--- config.mk ---
export PLATFORM = sky130hd
export DESIGN_NAME = instr_fetch
export DESIGN_NICKNAME = d
export VERILOG_FILES = /design/src/rtl/instr_fetch.sv
export SDC_FILE = /design/constraint.sdc
export NUM_CORES = 1
export LEC_CHECK = 0
export CAP_MARGIN = 30
export CORE_ASPECT_RATIO = 0.7
export CORE_MARGIN = 8
export CORE_UTILIZATION = 36
export CTS_CLUSTER_DIAMETER = 30
export CTS_CLUSTER_SIZE = 40
export DETAILED_ROUTE_END_ITERATION = 8
export PLACE_DENSITY = 0.77
export SLEW_MARGIN = 40
export SYNTH_ARGS = -nofsm -noshare
export SYNTH_HDL_FRONTEND = slang
export SYNTH_SLANG_ARGS = --single-unit
--- constraint.sdc ---
create_clock -name clk -period 1.9 [get_ports clk]
set_input_delay 0.285 -clock clk [delete_from_list [all_inputs] [get_ports clk]]
set_output_delay 0.285 -clock clk [all_outputs]
set_load 0.005 [all_outputs]
--- src/rtl/instr_fetch.sv ---
// Instruction fetch unit: two-state REQ/VALID fetch FSM with redirect priority.
// Optional FETCH_ILLEGAL_OP_EN adds an unsupported-opcode flag on the held instruction.
module instr_fetch #(
  parameter logic [31:0] RESET_PC = 32'h0000_0000
) (
  input  logic        clk,
  input  logic        rst,
  output logic        imem_req,
  output logic [31:0] imem_addr,
  input  logic        imem_ack,
  input  logic [31:0] imem_rdata,
  input  logic        redirect,
  input  logic [31:0] redirect_pc,
  output logic        instr_valid,
  input  logic        instr_ready,
  output logic [31:0] instr,
  output logic [6:0]  op,
  output logic [31:0] pc,
  output logic        illegal_op
);

  typedef enum logic {
    S_REQ   = 1'b0,
    S_VALID = 1'b1
  } state_t;

  localparam logic [31:0] RESET_PC_ALIGNED = {RESET_PC[31:2], 2'b00};

  state_t      state_q, state_d;
  logic [31:0] pc_q, pc_d;
  logic [31:0] instr_q, instr_d;
  logic        handshake;

  assign handshake = (state_q == S_VALID) && instr_ready;

  // Redirect wins over everything: drops any ack in flight and any held instruction.
  always_comb begin
    state_d = state_q;
    pc_d    = pc_q;
    instr_d = instr_q;
    if (redirect) begin
      state_d = S_REQ;
      pc_d    = redirect_pc & 32'hFFFF_FFFC;
    end else if (state_q == S_REQ) begin
      if (imem_ack) begin
        state_d = S_VALID;
        instr_d = imem_rdata;
      end
    end else if (handshake) begin
      state_d = S_REQ;
      pc_d    = pc_q + 32'd4;
    end
  end

  always_ff @(posedge clk or posedge rst) begin
    if (rst) begin
      state_q <= S_REQ;
      pc_q    <= RESET_PC_ALIGNED;
      instr_q <= 32'h0000_0000;
    end else begin
      state_q <= state_d;
      pc_q    <= pc_d;
      instr_q <= instr_d;
    end
  end

  // Request is held off while reset is asserted so the first fetch follows release.
  assign imem_req    = (state_q == S_REQ) && !rst;
  assign imem_addr   = pc_q;
  assign pc          = pc_q;
  assign instr_valid = (state_q == S_VALID);
  assign instr       = instr_q;
  assign op          = instr_q[6:0];

`ifdef FETCH_ILLEGAL_OP_EN
  always_comb begin
    illegal_op = 1'b0;
    case (op)
      7'b0110011, 7'b0000011, 7'b0100011, 7'b1100011: illegal_op = 1'b0;
      default:                                        illegal_op = instr_valid;
    endcase
  end
`else
  assign illegal_op = 1'b0;
`endif

endmodule

==> impl_summary.txt, run 1 <==
----------------------------------------------------
[Routing]
  Number of design-rule violations left by the first detailed-router iteration ... 158
  Residual DRC count ... 0
  Iteration count of the initial detailed-routing pass ... 4
  Average via count per standard cell ... 5.045
  Drt wl/cell ... 17.63 um
  Routed Antenna Nets ... 0
  Total Routed Length ... 11040 um
  Vias after detailed routing ... 3158

[Layout]
  Highest-count cells in the layout ignoring fill and taps ... 166 x clkdlybuf4s50_1, 60 x dfrtp_1, 44 x buf_4, 32 x mux2_2, 27 x nand2_1
  # nets final ... 567
  Fraction of final layout cells sized beyond drive strength 1 ... 0.2271
  Diodes inserted ... 0
  # fillers ... 730
  Most common cell after layout, fill and taps aside ... clkdlybuf4s50_1
  Area grow syn2layout ... 69.60%

[Critical path]
  Worst R2R Path Depth ... 6
  Largest stage delay, worst path ... 0.58 ns
  Number of stages on the worst setup path ... 6
  Worst R2R Start ... imem_addr[6]$_DFFE_PP0P_
  Critical path capture point ... imem_addr[21]$_DFFE_PP0P_
  Capturing point of the worst reg2reg path ... imem_addr[21]$_DFFE_PP0P_
  Most numerous cell on the critical path ... buf_6
  Endpoint arrival time on the critical path ... 2.18 ns
  Cell family with most CP delay ... simple AND/OR/NAND/NOR gates
  Minimum setup slack among reg-to-reg paths ... -0.05 ns
  Critical path launch point type ... flop
  Max stage delay cell, worst path ... or4_4
  CP required ... 2.13 ns
  Critical setup path kind ... flop to flop
  Launching element of the worst setup path ... imem_addr[6]$_DFFE_PP0P_
  Crit path max fanout ... 5
  Sequence of cells on the critical path ... nand4_4 > or4_4 > buf_6 > buf_6 > or3_4 > a31oi_1
  Total buffers and inverters traversed by the critical path ... 2
  Nature of the critical path endpoint ... flop

[Place]
  Port Buffers ... 167
  Detail Placement HPWL ... 8328 um
  Setup WS pre-CTS ... -0.4356 ns
  Routability Congestion ... 0.8805

[Power]
  Net switching power ... 1133 uW
  Power after layout ... 4589 uW
  Pwr per Cell Area ... 821.5 mW/mm2
  Clock power frac ... 0.361
  Cell-internal power ... 3455 uW
  Sequential cell fraction of total power ... 0.363
  Combinational cell fraction of total power ... 0.276
  Peak VDD IR ... 0.0004203 V
  Switching power share of the total ... 0.2470
  Leakage component of the power ... 0.002242 uW

[Synth]
  Avg Synthesized Cell Area ... 10.32 um2
  Cell count after synthesis ... 319
  Number of synthesized flops with an enable pin ... 0
  Share of flip-flops with an asynchronous set or reset after synthesis ... 1.000
  Sequential-to-total area share from yosys stat ... 0.4787
  Number of warnings reported in the yosys synthesis log ... 0
  Post-synthesis register bit count ... 63
  Most used flip-flop cell after synthesis ... dfrtp_1
  Number of library cell types mapped by synthesis ... 36
  Summed instance area of the synthesized netlist ... 0.003293 mm2

[Timing]
  Final setup viols ... 4
  Share of the clock period used by the worst path ... 1.024
  Final setup slack of the worst path ... -0.04538 ns
  Setup repair after global routing missed its margin ... true
  Highest attainable clock frequency ... 514.0 MHz
  Count of final max-slew check failures ... 0
  Count of final hold-check violations ... 0
  Clock skew ... 0.008784 ns
  Min cycle time layout ... 1.945 ns

[Clock network]
  TritonCTS clock tree ... done
  Buffer cell driving the clock tree root ... clkbuf_16
  Clk_lat worst skew ... 0.32 ns
  Maximum root-to-sink buffer count ... 2
  Clock-pin slew on the worst setup and hold paths ... 0.06 ns
  Hold-fix buffers at CTS ... 0
  TritonCTS Buffers ... 9
  Depth of the CTS H-tree ... 3
  Clock tree sinks ... 63

[Floorplan]
  Area of the die ... 0.01251 mm2
  Number of top-level pins ... 175
  Core Footprint ... 0.008962 mm2
  Starting Density ... 0.3674
  Die width ... 130.3 um
  Placement Rows ... 29
  Chip Height ... 96.02 um

[Global route]
  First-pass GRT wire length ... 16820 um
  Number of antenna violations at the first check in global routing ... 0
  Pin count of the biggest net entering global routing ... 64
  Vias in the first global route ... 3222
  Global-route total usage across every layer ... 0.1720
  Grt ovf ... 0

[Status]
  Outcome ... complete, but fails checks
  Violated checks ... negative setup slack

[Worst hold path]
  Type of the tightest min-delay check ... input port to async pin

[Job]
  Count of maximum capacitance violations ... 0

----------------------------------------------------
[worst min path at each step]
stage                                startpoint                        end  slack [ns]
after detailed placement  instr[25]$_DFFE_PP0P_      instr[25]$_DFFE_PP0P_        0.49
after global routing                        rst      instr[24]$_DFFE_PP0P_        0.48
final                                       rst      instr[14]$_DFFE_PP0P_        0.45
after floorplan                 redirect_pc[14]  imem_addr[14]$_DFFE_PP0P_        0.40
after CTS                                   rst      instr[14]$_DFFE_PP0P_        0.46
after global placement    instr[23]$_DFFE_PP0P_      instr[23]$_DFFE_PP0P_        0.49
[flip-flops by register name, indices dropped and copies added, names as in the netlist]
| register | count |
|---|---|
| imem_addr | 30 |
| instr | 32 |
| instr_valid | 1 |
[layout make-up]
class / count / area [um2] / share of cell area
clock buffer: 13 / 260.3 / 0.04660
tap: 124 / 155.1 / 0.02778
timing repair buffer: 219 / 2126 / 0.3806
sequential: 63 / 1580 / 0.2829
clock inverter: 3 / 42.54 / 0.007616
inverter: 7 / 30.03 / 0.005376
multi-input combinational: 197 / 1391 / 0.2491
[repair_timing]
| action | CTS | global route |
|---|---|---|
| endpoints found under the setup margin | 7 | 14 |
| gates resized for setup | 7 | 10 |
| buffers inserted | 3 | 2 |
| pin swaps | 8 | 7 |
| gates cloned | 1 | 0 |
[routing by layer]
metal  part of all wire  up-vias  global-route usage  wire, um
met5                  0        -                   0         0
met4              0.017        0             0.05679       189
met3              0.085       15             0.05479       940
met2               0.49      141              0.2969      5392
met1               0.41     1534              0.2003      4517
li1                   -     1468                   -         -
[through the flow]
step	cell area [um2]	hold WS, ns	TNS (ns)	instances	utilization
final	5585	0.4487	-0.1262	626	0.6232
after global routing	5585	0.4786	-0.4390	626	0.6232
after CTS	5529	0.4560	-0.02364	624	0.6169
after detailed placement	5171	0.4939	-5.495	604	0.5770
after global placement	5171	0.4870	-4.472	604	0.5770
after floorplan	3317	0.4048	-0.05108	323	-
[worst min-delay path, delay by kind of cell]
family | cells | cell delay, ns
buf+inv | 3 | 0.88
[cell families (layout without fill, tap and decap cells)]
group | Yosys count | in the layout | share of synthesized area
compound gates | 43 | 43 | 0.08093
xor+xnor | 11 | 11 | 0.02925
buf+inv | 63 | 242 | 0.1201
simple gates | 104 | 104 | 0.1736
fa+ha+maj | 1 | 1 | 0.003799
flops | 63 | 63 | 0.4787
mux | 33 | 33 | 0.1125
other cells | 1 | 5 | 0.001139
[synthesized netlist by cell type, types with 2 or more instances]
master | count | share of area
o211ai_1 | 5 | 0.011
mux2_2 | 32 | 0.11
and3_1 | 3 | 0.0057
xnor2_1 | 4 | 0.011
or4b_1 | 2 | 0.0061
xor2_1 | 7 | 0.019
nor2_1 | 14 | 0.016
nor4_1 | 3 | 0.0057
nand4_1 | 12 | 0.023
a31oi_1 | 11 | 0.021
buf_4 | 42 | 0.096
or3_1 | 5 | 0.0095
and4_1 | 4 | 0.011
or4_1 | 14 | 0.032
o31ai_1 | 6 | 0.014
clkbuf_1 | 11 | 0.013
dfrtp_1 | 63 | 0.48
nand2_1 | 27 | 0.031
nand3_1 | 14 | 0.021
o21ai_0 | 17 | 0.026
buf_1 | 2 | 0.0023
nand2b_1 | 2 | 0.0038
inv_1 | 6 | 0.0068
[power groups by stage]
| stage | Combinational (uW) | Sequential, uW | Clock [uW] |
|---|---|---|---|
| floorplan | 422 | 1720 | 0 |
| global placement | 1250 | 1660 | 0 |
| detailed placement | 1270 | 1680 | 0 |
| CTS | 1280 | 1660 | 1690 |
| global route | 1370 | 1690 | 1750 |
| finish | 1270 | 1660 | 1660 |
Power figures use the tool's default switching activity.
==> run 2: changes to the inputs <==
Settings changed: HOLD_SLACK_MARGIN set to 0.03.
==> results of run 2 <==
Same layout as run 1: the final DEF is identical, and so are final timing and power.
==> run 3: changes to the inputs <==
Settings changed: CORE_UTILIZATION 36 to 56, DONT_BUFFER_PORTS set to 1, HOLD_SLACK_MARGIN 0.03 to unset, PLACE_DENSITY 0.77 to 0.73.
==> run 3 against run 2 <==
The flow still finishes with violations (negative setup slack). Largest cell class is now sequential cells. Largest power group unchanged. Via count down 22%. Non-clock buffer count down 162. First-iteration DRC count down 42%.
==> impl_summary.txt, run 3 (same netlist as run 1, synthesis figures left out) <==
----------------------------------------------------
[Power]
  Power after layout ... 3581 uW
  Leakage component of the power ... 0.001573 uW
  Peak VDD IR ... 0.0004384 V
  Pwr per Cell Area ... 941.8 mW/mm2

[Critical path]
  Critical path capture point ... imem_addr[15]$_DFFE_PP0P_
  Capturing point of the worst reg2reg path ... imem_addr[15]$_DFFE_PP0P_
  Minimum setup slack among reg-to-reg paths ... -0.02 ns
  Largest stage delay, worst path ... 0.57 ns
  Nature of the critical path endpoint ... flop
  Max stage delay cell, worst path ... or4_4
  Critical setup path kind ... flop to flop
  Endpoint arrival time on the critical path ... 2.17 ns
  Crit path max fanout ... 6
  Sequence of cells on the critical path ... nand4_4 > or4_4 > buf_6 > buf_6 > or3_1 > a31oi_1
  Worst R2R Path Depth ... 6
  CP required ... 2.15 ns
  Critical path launch point type ... flop
  Most numerous cell on the critical path ... buf_6
  Worst R2R Start ... imem_addr[6]$_DFFE_PP0P_
  Launching element of the worst setup path ... imem_addr[6]$_DFFE_PP0P_

[Routing]
  Residual DRC count ... 0
  Total Routed Length ... 8728 um
  Vias after detailed routing ... 2451
  Drt wl/cell ... 21.03 um
  Met2 routed wirelength ... 4282 um
  Average via count per standard cell ... 5.906
  Iteration count of the initial detailed-routing pass ... 4
  Routed Antenna Nets ... 0
  M1 WL ... 3617 um
  Number of design-rule violations left by the first detailed-router iteration ... 92
  Highest metal layer used by the detailed router ... met4
  Length of routed met3 wiring ... 768 um

[Timing]
  Setup repair after global routing missed its margin ... true
  Count of final hold-check violations ... 0
  Share of the clock period used by the worst path ... 1.011
  Count of final max-slew check failures ... 0
  Final setup slack of the worst path ... -0.02169 ns
  Highest attainable clock frequency ... 520.4 MHz
  Final Hold Slack ... 0.06539 ns
  Min cycle time layout ... 1.922 ns
  Clock skew ... 0.007929 ns
  Final setup viols ... 3

[Clock network]
  Buffer cell driving the clock tree root ... clkbuf_8
  Clock-pin slew on the worst setup and hold paths ... 0.07 ns
  Clk_lat worst skew ... 0.33 ns
  TritonCTS clock tree ... done
  Clock tree sinks ... 63
  TritonCTS Buffers ... 9
  Depth of the CTS H-tree ... 3
  Maximum root-to-sink buffer count ... 2

[Place]
  Routability Congestion ... 0.8109
  Post-placement cell area ... 0.003408 mm2
  Port Buffers ... 0
  Setup WS pre-CTS ... -0.08996 ns
  Cell count after placement ... 389
  Detail Placement HPWL ... 6472 um

[Floorplan]
  Starting Density ... 0.5780
  Chip Height ... 80.16 um
  Die width ... 107.7 um
  Area of the die ... 0.008630 mm2
  Core Footprint ... 0.005698 mm2
  Placement Rows ... 23
  Number of top-level pins ... 175

[Global route]
  Pin count of the biggest net entering global routing ... 43
  Grt ovf ... 0
  Number of antenna violations at the first check in global routing ... 0
  First-pass GRT wire length ... 13550 um
  Vias in the first global route ... 2445
  Global-route total usage across every layer ... 0.2001

[Layout]
  Area grow syn2layout ... 15.46%
  # nets final ... 405
  Number of flip-flops in the largest register ... 32
  Area of the multi-input gates ... 0.001403 mm2
  Area taken by flip-flops and latches ... 0.001580 mm2
  Final Instance Area ... 0.003802 mm2
  # fillers ... 455
  Final non-filler cell total ... 415
  Fraction of final layout cells sized beyond drive strength 1 ... 0.3529
  Most common cell after layout, fill and taps aside ... dfrtp_1
  Diodes inserted ... 0
  Highest-count cells in the layout ignoring fill and taps ... 60 x dfrtp_1, 48 x buf_4, 32 x mux2_2, 27 x nand2_1, 17 x o21ai_0

[Job]
  Count of maximum capacitance violations ... 0

[Status]
  Outcome ... complete, but fails checks
  Violated checks ... negative setup slack

[Worst hold path]
  Type of the tightest min-delay check ... input port to flop

----------------------------------------------------
run 3: what timing repair did:
action,4_1_cts,5_1_grt
hold buffers,2,0
buffers inserted,4,3
hold endpoints to repair,64,0
pin swaps,5,13
setup endpoints to repair,8,14
cloned,1,0
resized for setup,6,13
run 3: worst max-delay path, delay by kind of cell, from the launching register on:
| family | cells | cell delay [ns] |
|---|---|---|
| flops | 1 | 0.39 |
| compound gates | 1 | 0.19 |
| buf+inv | 2 | 0.27 |
| simple gates | 3 | 0.98 |
run 3: worst min path at each step:
stage / cells after the start / end / from / slack (ns)
finish: 1 / imem_addr[5]$_DFFE_PP0P_ / redirect / 0.07
floorplan: 2 / imem_addr[14]$_DFFE_PP0P_ / redirect_pc[14] / 0.40
global placement: 2 / imem_addr[17]$_DFFE_PP0P_ / rst / 0.26
global route: 1 / imem_addr[7]$_DFFE_PP0P_ / redirect / 0.04
CTS: 1 / imem_addr[11]$_DFFE_PP0P_ / redirect / 0.04
detailed placement: 2 / imem_addr[17]$_DFFE_PP0P_ / rst / 0.26
run 3: layer usage:
layer  track usage  up-vias
met2        0.3209      106
met1        0.2473     1198
li1              -     1139
met4       0.05517        0
met5             0        -
met3       0.07674        8
run 3: cell type report:
type                       instances  area share
multi-input combinational        197      0.3689
timing repair buffer              57      0.1214
tap                               75     0.02468
inverter                           7    0.007897
clock buffer                      13     0.04442
sequential                        63      0.4156
clock inverter                     3     0.01711
run 3: per-stage QoR:
| step | setup TNS (ns) | utilization |
|---|---|---|
| final | -0.02734 | 0.6673 |
| after floorplan | -0.05108 | - |
| after CTS | -0.03495 | 0.6539 |
| after global routing | -0.4652 | 0.6673 |
| after detailed placement | -0.2560 | 0.5982 |
| after global placement | -0.1267 | 0.5982 |
run 3: report_power, final:
group          internal, uW  total [uW]  switching, uW
registers              1530        1710            173
logic                   273         547            274
clock network           845        1330            482
total                  2650        3580            929
